**config.mk**
```make
export PLATFORM = sky130hd
export DESIGN_NAME = uart_tx_fifo_feeder
export DESIGN_NICKNAME = d
export VERILOG_FILES = /design/src/rtl/uart_tx_fifo_feeder.sv
export SDC_FILE = /design/constraint.sdc
export NUM_CORES = 1
export LEC_CHECK = 0
export CAP_MARGIN = 25
export CELL_PAD_IN_SITES_DETAIL_PLACEMENT = 1
export CELL_PAD_IN_SITES_GLOBAL_PLACEMENT = 2
export CORE_MARGIN = 4
export CORE_UTILIZATION = 45
export CTS_BUF_LIST = sky130_fd_sc_hd__clkbuf_2 sky130_fd_sc_hd__clkbuf_4 sky130_fd_sc_hd__clkbuf_8
export CTS_CLUSTER_DIAMETER = 100
export CTS_CLUSTER_SIZE = 24
export DETAILED_ROUTE_END_ITERATION = 6
export GPL_TIMING_DRIVEN = 0
export PLACE_DENSITY_LB_ADDON = 0.12
export SETUP_SLACK_MARGIN = 0.4
export SYNTH_ARGS = -nofsm -noshare
export SYNTH_HDL_FRONTEND = slang
export SYNTH_SLANG_ARGS = --single-unit
```
**constraint.sdc**
```tcl
create_clock -name IN_CLOCK -period 7.2 [get_ports IN_CLOCK]
set_input_delay 0.72 -clock IN_CLOCK [delete_from_list [all_inputs] [get_ports IN_CLOCK]]
set_output_delay 0.72 -clock IN_CLOCK [all_outputs]
set_load 0.01 [all_outputs]
```
**src/rtl/uart_tx_fifo_feeder.sv**
```systemverilog
// uart_tx_fifo_feeder: write FIFO of 2**FIFO_DEPTH_LOG2 words that hands one word at a time to a UART transmitter.
// Optional sticky overflow flag (OUT_OVERFLOW / IN_OVERFLOW_CLEAR) is enabled by defining UART_TX_FEEDER_OVF_FLAG_EN.
module uart_tx_fifo_feeder #(
    parameter int NUM_OF_DATA_BITS_IN_PACK = 8,
    parameter int FIFO_DEPTH_LOG2          = 4
) (
    input  logic                                IN_CLOCK,
    input  logic                                IN_RESET_N,
    input  logic                                IN_WR_EN,
    input  logic [NUM_OF_DATA_BITS_IN_PACK-1:0] IN_WR_DATA,
    output logic                                OUT_FULL,
    output logic                                OUT_EMPTY,
    output logic [FIFO_DEPTH_LOG2:0]            OUT_LEVEL,
    output logic                                OUT_TX_LAUNCH,
    output logic [NUM_OF_DATA_BITS_IN_PACK-1:0] OUT_TX_DATA,
    input  logic                                IN_TX_ACTIVE,
    input  logic                                IN_TX_DONE,
    output logic                                OUT_BUSY
`ifdef UART_TX_FEEDER_OVF_FLAG_EN
    ,
    output logic                                OUT_OVERFLOW,
    input  logic                                IN_OVERFLOW_CLEAR
`endif
);

    localparam int DEPTH = 2 ** FIFO_DEPTH_LOG2;
    localparam logic [FIFO_DEPTH_LOG2:0] DEPTH_CNT = (FIFO_DEPTH_LOG2 + 1)'(DEPTH);

    typedef enum logic [1:0] {
        ST_IDLE,
        ST_LAUNCH,
        ST_WAIT_DONE
    } state_t;

    logic [NUM_OF_DATA_BITS_IN_PACK-1:0] mem [DEPTH];

    logic [FIFO_DEPTH_LOG2-1:0]          wr_ptr_reg, wr_ptr_next;
    logic [FIFO_DEPTH_LOG2-1:0]          rd_ptr_reg, rd_ptr_next;
    logic [FIFO_DEPTH_LOG2:0]            count_reg, count_next;
    state_t                              state_reg, state_next;
    logic                                launch_reg, launch_next;
    logic [NUM_OF_DATA_BITS_IN_PACK-1:0] tx_data_reg, tx_data_next;

    logic full;
    logic empty;
    logic pop;
    logic wr_accept;

    assign full  = (count_reg == DEPTH_CNT);
    assign empty = (count_reg == '0);

    // A pop only happens from IDLE on a non-empty FIFO, so a write into an empty FIFO never falls through.
    assign pop       = (state_reg == ST_IDLE) && !empty;
    assign wr_accept = IN_WR_EN && (!full || pop);

    // Storage carries no reset; only pointers and count define what is valid.
    always_ff @(posedge IN_CLOCK) begin
        if (wr_accept) begin
            mem[wr_ptr_reg] <= IN_WR_DATA;
        end
    end

    always_comb begin
        wr_ptr_next = wr_ptr_reg;
        rd_ptr_next = rd_ptr_reg;
        count_next  = count_reg;
        if (wr_accept) begin
            wr_ptr_next = wr_ptr_reg + 1'b1;
        end
        if (pop) begin
            rd_ptr_next = rd_ptr_reg + 1'b1;
        end
        case ({wr_accept, pop})
            2'b10:   count_next = count_reg + 1'b1;
            2'b01:   count_next = count_reg - 1'b1;
            default: count_next = count_reg;
        endcase
    end

    always_comb begin
        state_next   = state_reg;
        launch_next  = launch_reg;
        tx_data_next = tx_data_reg;
        case (state_reg)
            ST_IDLE: begin
                launch_next = 1'b0;
                if (!empty) begin
                    tx_data_next = mem[rd_ptr_reg];
                    launch_next  = 1'b1;
                    state_next   = ST_LAUNCH;
                end
            end
            ST_LAUNCH: begin
                launch_next = 1'b1;
                if (IN_TX_ACTIVE) begin
                    launch_next = 1'b0;
                    state_next  = ST_WAIT_DONE;
                end
            end
            ST_WAIT_DONE: begin
                launch_next = 1'b0;
                if (IN_TX_DONE) begin
                    state_next = ST_IDLE;
                end
            end
            default: begin
                launch_next = 1'b0;
                state_next  = ST_IDLE;
            end
        endcase
    end

    always_ff @(posedge IN_CLOCK or negedge IN_RESET_N) begin
        if (!IN_RESET_N) begin
            wr_ptr_reg  <= '0;
            rd_ptr_reg  <= '0;
            count_reg   <= '0;
            state_reg   <= ST_IDLE;
            launch_reg  <= 1'b0;
            tx_data_reg <= '0;
        end else begin
            wr_ptr_reg  <= wr_ptr_next;
            rd_ptr_reg  <= rd_ptr_next;
            count_reg   <= count_next;
            state_reg   <= state_next;
            launch_reg  <= launch_next;
            tx_data_reg <= tx_data_next;
        end
    end

`ifdef UART_TX_FEEDER_OVF_FLAG_EN
    logic overflow_reg, overflow_next;
    logic wr_drop;

    assign wr_drop = IN_WR_EN && !wr_accept;

    // A drop in the same cycle as a clear keeps the flag set.
    always_comb begin
        overflow_next = overflow_reg;
        if (wr_drop) begin
            overflow_next = 1'b1;
        end else if (IN_OVERFLOW_CLEAR) begin
            overflow_next = 1'b0;
        end
    end

    always_ff @(posedge IN_CLOCK or negedge IN_RESET_N) begin
        if (!IN_RESET_N) begin
            overflow_reg <= 1'b0;
        end else begin
            overflow_reg <= overflow_next;
        end
    end

    assign OUT_OVERFLOW = overflow_reg;
`endif

    assign OUT_FULL      = full;
    assign OUT_EMPTY     = empty;
    assign OUT_LEVEL     = count_reg;
    assign OUT_TX_LAUNCH = launch_reg;
    assign OUT_TX_DATA   = tx_data_reg;
    assign OUT_BUSY      = (state_reg != ST_IDLE);

endmodule

```
==> impl_metrics.csv <==
group,metric,value,unit
clock_network,cts_hold_buf,0,
pwr,power_leakage,2.354,nW
global_routing,grt-ovfl-total,0,
synthesis,ys_ff_latch,152,
clock_network,numCtsBuffers,17,
cells_and_area,top_register,"mem",
cells_and_area,largest_reg_flops,128,
synthesis,syn_area,0.006096,mm²
sta,skew,0.007810,ns
synthesis,yosysUniqueCellTypes,34,
synthesis,syn_area_per_cell,18.76,µm²
cells_and_area,layout_common_cells,"edfxtp_1 (128), mux4_2 (32), clkdlybuf4s50_1 (29), dfrtp_1 (24), nand2_1 (24)",
global_routing,grt_start_max_net_pins,17,
sta,period_share,0.4189,
floorplanning,pin_count,30,
sta,slew_headroom,0.3865,
route,wl,12.82,mm
route,firstDrtPassIters,4,
worst_setup_path,path_class,"reg -> out",
run_status,status,"finished, final reports clean",
route,drc,0,
global_routing,grt_pass1_vias,3354,
floorplanning,die-width,124.4,µm
worst_setup_path,end_kind,"output pin",
route,via_per_inst,5.480,
worst_setup_path,crit_arrival,2.30,ns
floorplanning,die_area,0.01547,mm²
synthesis,synth_nets,347,
synthesis,synthCells,325,
global_routing,grt_antenna_before_repair,0,
job,drv_cap,0,
placed_design,place_hpwl,8.819,mm
clock_network,cts_sinks,152,
placed_design,port-buffer-count,29,
synthesis,yosysSeqAreaShare,0.7291,
sta,slew_viol_final,0,
floorplanning,core_area,0.01324,mm²
sta,fmax,331.6,MHz
pwr,powerDensity,391.0,mW/mm²
floorplanning,start_util,0.4603,
worst_setup_path,crit_required,6.48,ns
route,ant_nets,0,
route,via_count,3091,
pwr,peakVddDrop,150.7,µV
clock_network,htreeDepth,4,
clock_network,path_clk_slew,0.08,ns
cells_and_area,fin_area,0.007028,mm²
worst_setup_path,cp-start-kind,"flip-flop",
global_routing,grt_first_pass_wirelength,19.92,mm
cells_and_area,fin_nets,398,
clock_network,ctsLongestPathBuffers,2,
clock_network,cts_setup_buffers,0,
cells_and_area,n_antenna_cell,0,
sta,rsz0062_at_grt,"false",
sta,setup_viol,0,
sta,fin_setup_tns,0,ns
hold_path,hold_path_class,"reg -> reg",
synthesis,ys_warn_count,0,
route,drt_iter0_markers,269,
global_routing,grtUsageTotal,0.1756,
clock_network,cts_resized,0,
placed_design,gp_congestion,0.7119,
placed_design,placed_area,0.006659,mm²
worst_setup_path,path_max_fanout,6,
sta,layout_min_cycle_time,3.016,ns
floorplanning,die_y,124.4,µm
clock_network,cts_tree,"yes",
sta,tightest_slew,0.9169,ns
route,routedWlPerCell,22.73,µm
cells_and_area,layout-drive-gt1-share,0.2088,
floorplanning,rows,42,
cells_and_area,mostFrequentLayoutCell,"edfxtp_1",
sta,hold_viol_final,0,
clock_network,root_buffer,"clkbuf_8",
cells_and_area,synthToLayoutAreaGrowth,15.29,%
clock_network,insertion_delay,0.44,ns
[through the flow]
stage	total power, W	utilization	hold slack [ns]	setup slack, ns	cells
floorplan	0.001831	-	0.4244	4.736	325
global placement	0.002153	0.4989	0.4742	3.440	530
detailed placement	0.002187	0.5028	0.4789	3.817	533
CTS	0.002793	0.5307	0.5038	4.128	564
global route	0.002917	0.5307	0.5386	4.046	564
finish	0.002748	0.5307	0.4967	4.184	564
[logic make-up after synthesis]
family | after synthesis | share of synthesized area
flops | 152 | 0.7291
xor+xnor | 9 | 0.01293
compound gates | 19 | 0.02669
fa+ha+maj | 9 | 0.01971
simple gates | 61 | 0.04536
buf+inv | 24 | 0.01642
mux | 51 | 0.1498
[power by group]
part	internal, W	switching [W]	total (W)
combinational	0.000451	0.000514	0.000966
clock	0.000283	0.000324	0.000607
sequential	0.00110	0.0000734	0.00117
[routing by layer]
metal	routed length [µm]	GRT usage	vias to the layer above
met3	458	0.05017	9
li1	-	-	1374
met4	174	0.05480	0
met5	0	0	-
met2	6637	0.2898	59
met1	5547	0.2266	1649
[worst paths after layout]
| check | startpoint | end | slack, ns | depth (start not counted) |
|---|---|---|---|---|
| worst min-delay path | OUT_TX_DATA[1] | OUT_TX_DATA[1] | 0.50 | 2 |
| worst max register to register | OUT_LEVEL[0] | OUT_LEVEL[4] | 4.47 | 10 |
| worst max-delay path | OUT_LEVEL[0] | OUT_EMPTY | 4.18 | 4 |
| max in group asynchronous | IN_RESET_N | OUT_TX_DATA[7] | 6.04 | 2 |
| worst min register to register | OUT_TX_DATA[1] | OUT_TX_DATA[1] | 0.50 | 2 |
| min in group asynchronous | IN_RESET_N | OUT_LEVEL[0] | 0.65 | 1 |
[worst max-delay path, stage by stage (launching register included)]
cell and delay, ns:
dfrtp_1 0.45, or4_1 0.51, buf_2 0.18, nor2_1 0.15
clkdlybuf4s50_1 0.56
[final cells by class]
class                      instances  area [µm²]
timing repair buffer              32       332.8
clock buffer                      18       247.7
multi-input combinational        149        1562
buffer                            16       70.07
fill                            1220        6215
tap                              176       220.2
clock inverter                    13       121.4
inverter                           8       30.03
sequential                       152        4444
[cells in the mapped netlist (all sizes together)]
cell type | n | area, µm²
nor2b | 1 | 6.260
nand3 | 1 | 5.000
nor3b | 2 | 15.01
a21o | 1 | 7.510
mux2i | 17 | 170.2
clkbuf | 7 | 26.28
ha | 8 | 100.1
mux2 | 2 | 22.52
a31oi | 2 | 27.53
a21oi | 2 | 10.01
o21a | 1 | 7.510
nor2 | 18 | 70.07
o21ai | 4 | 31.28
nor4 | 1 | 6.260
nor3 | 5 | 25.02
nand2b | 3 | 18.77
and2 | 1 | 6.260
buf | 9 | 43.79
xnor2 | 9 | 78.83
fa | 1 | 20.02
edfxtp | 128 | 3844
or4 | 1 | 7.510
dfrtp | 24 | 600.6
mux4 | 32 | 720.7
inv | 8 | 30.03
or2 | 1 | 6.260
nand3b | 1 | 7.510
nand4 | 2 | 12.51
nand2 | 24 | 90.09
o221ai | 9 | 78.83
(Power assumes the default switching activity.)
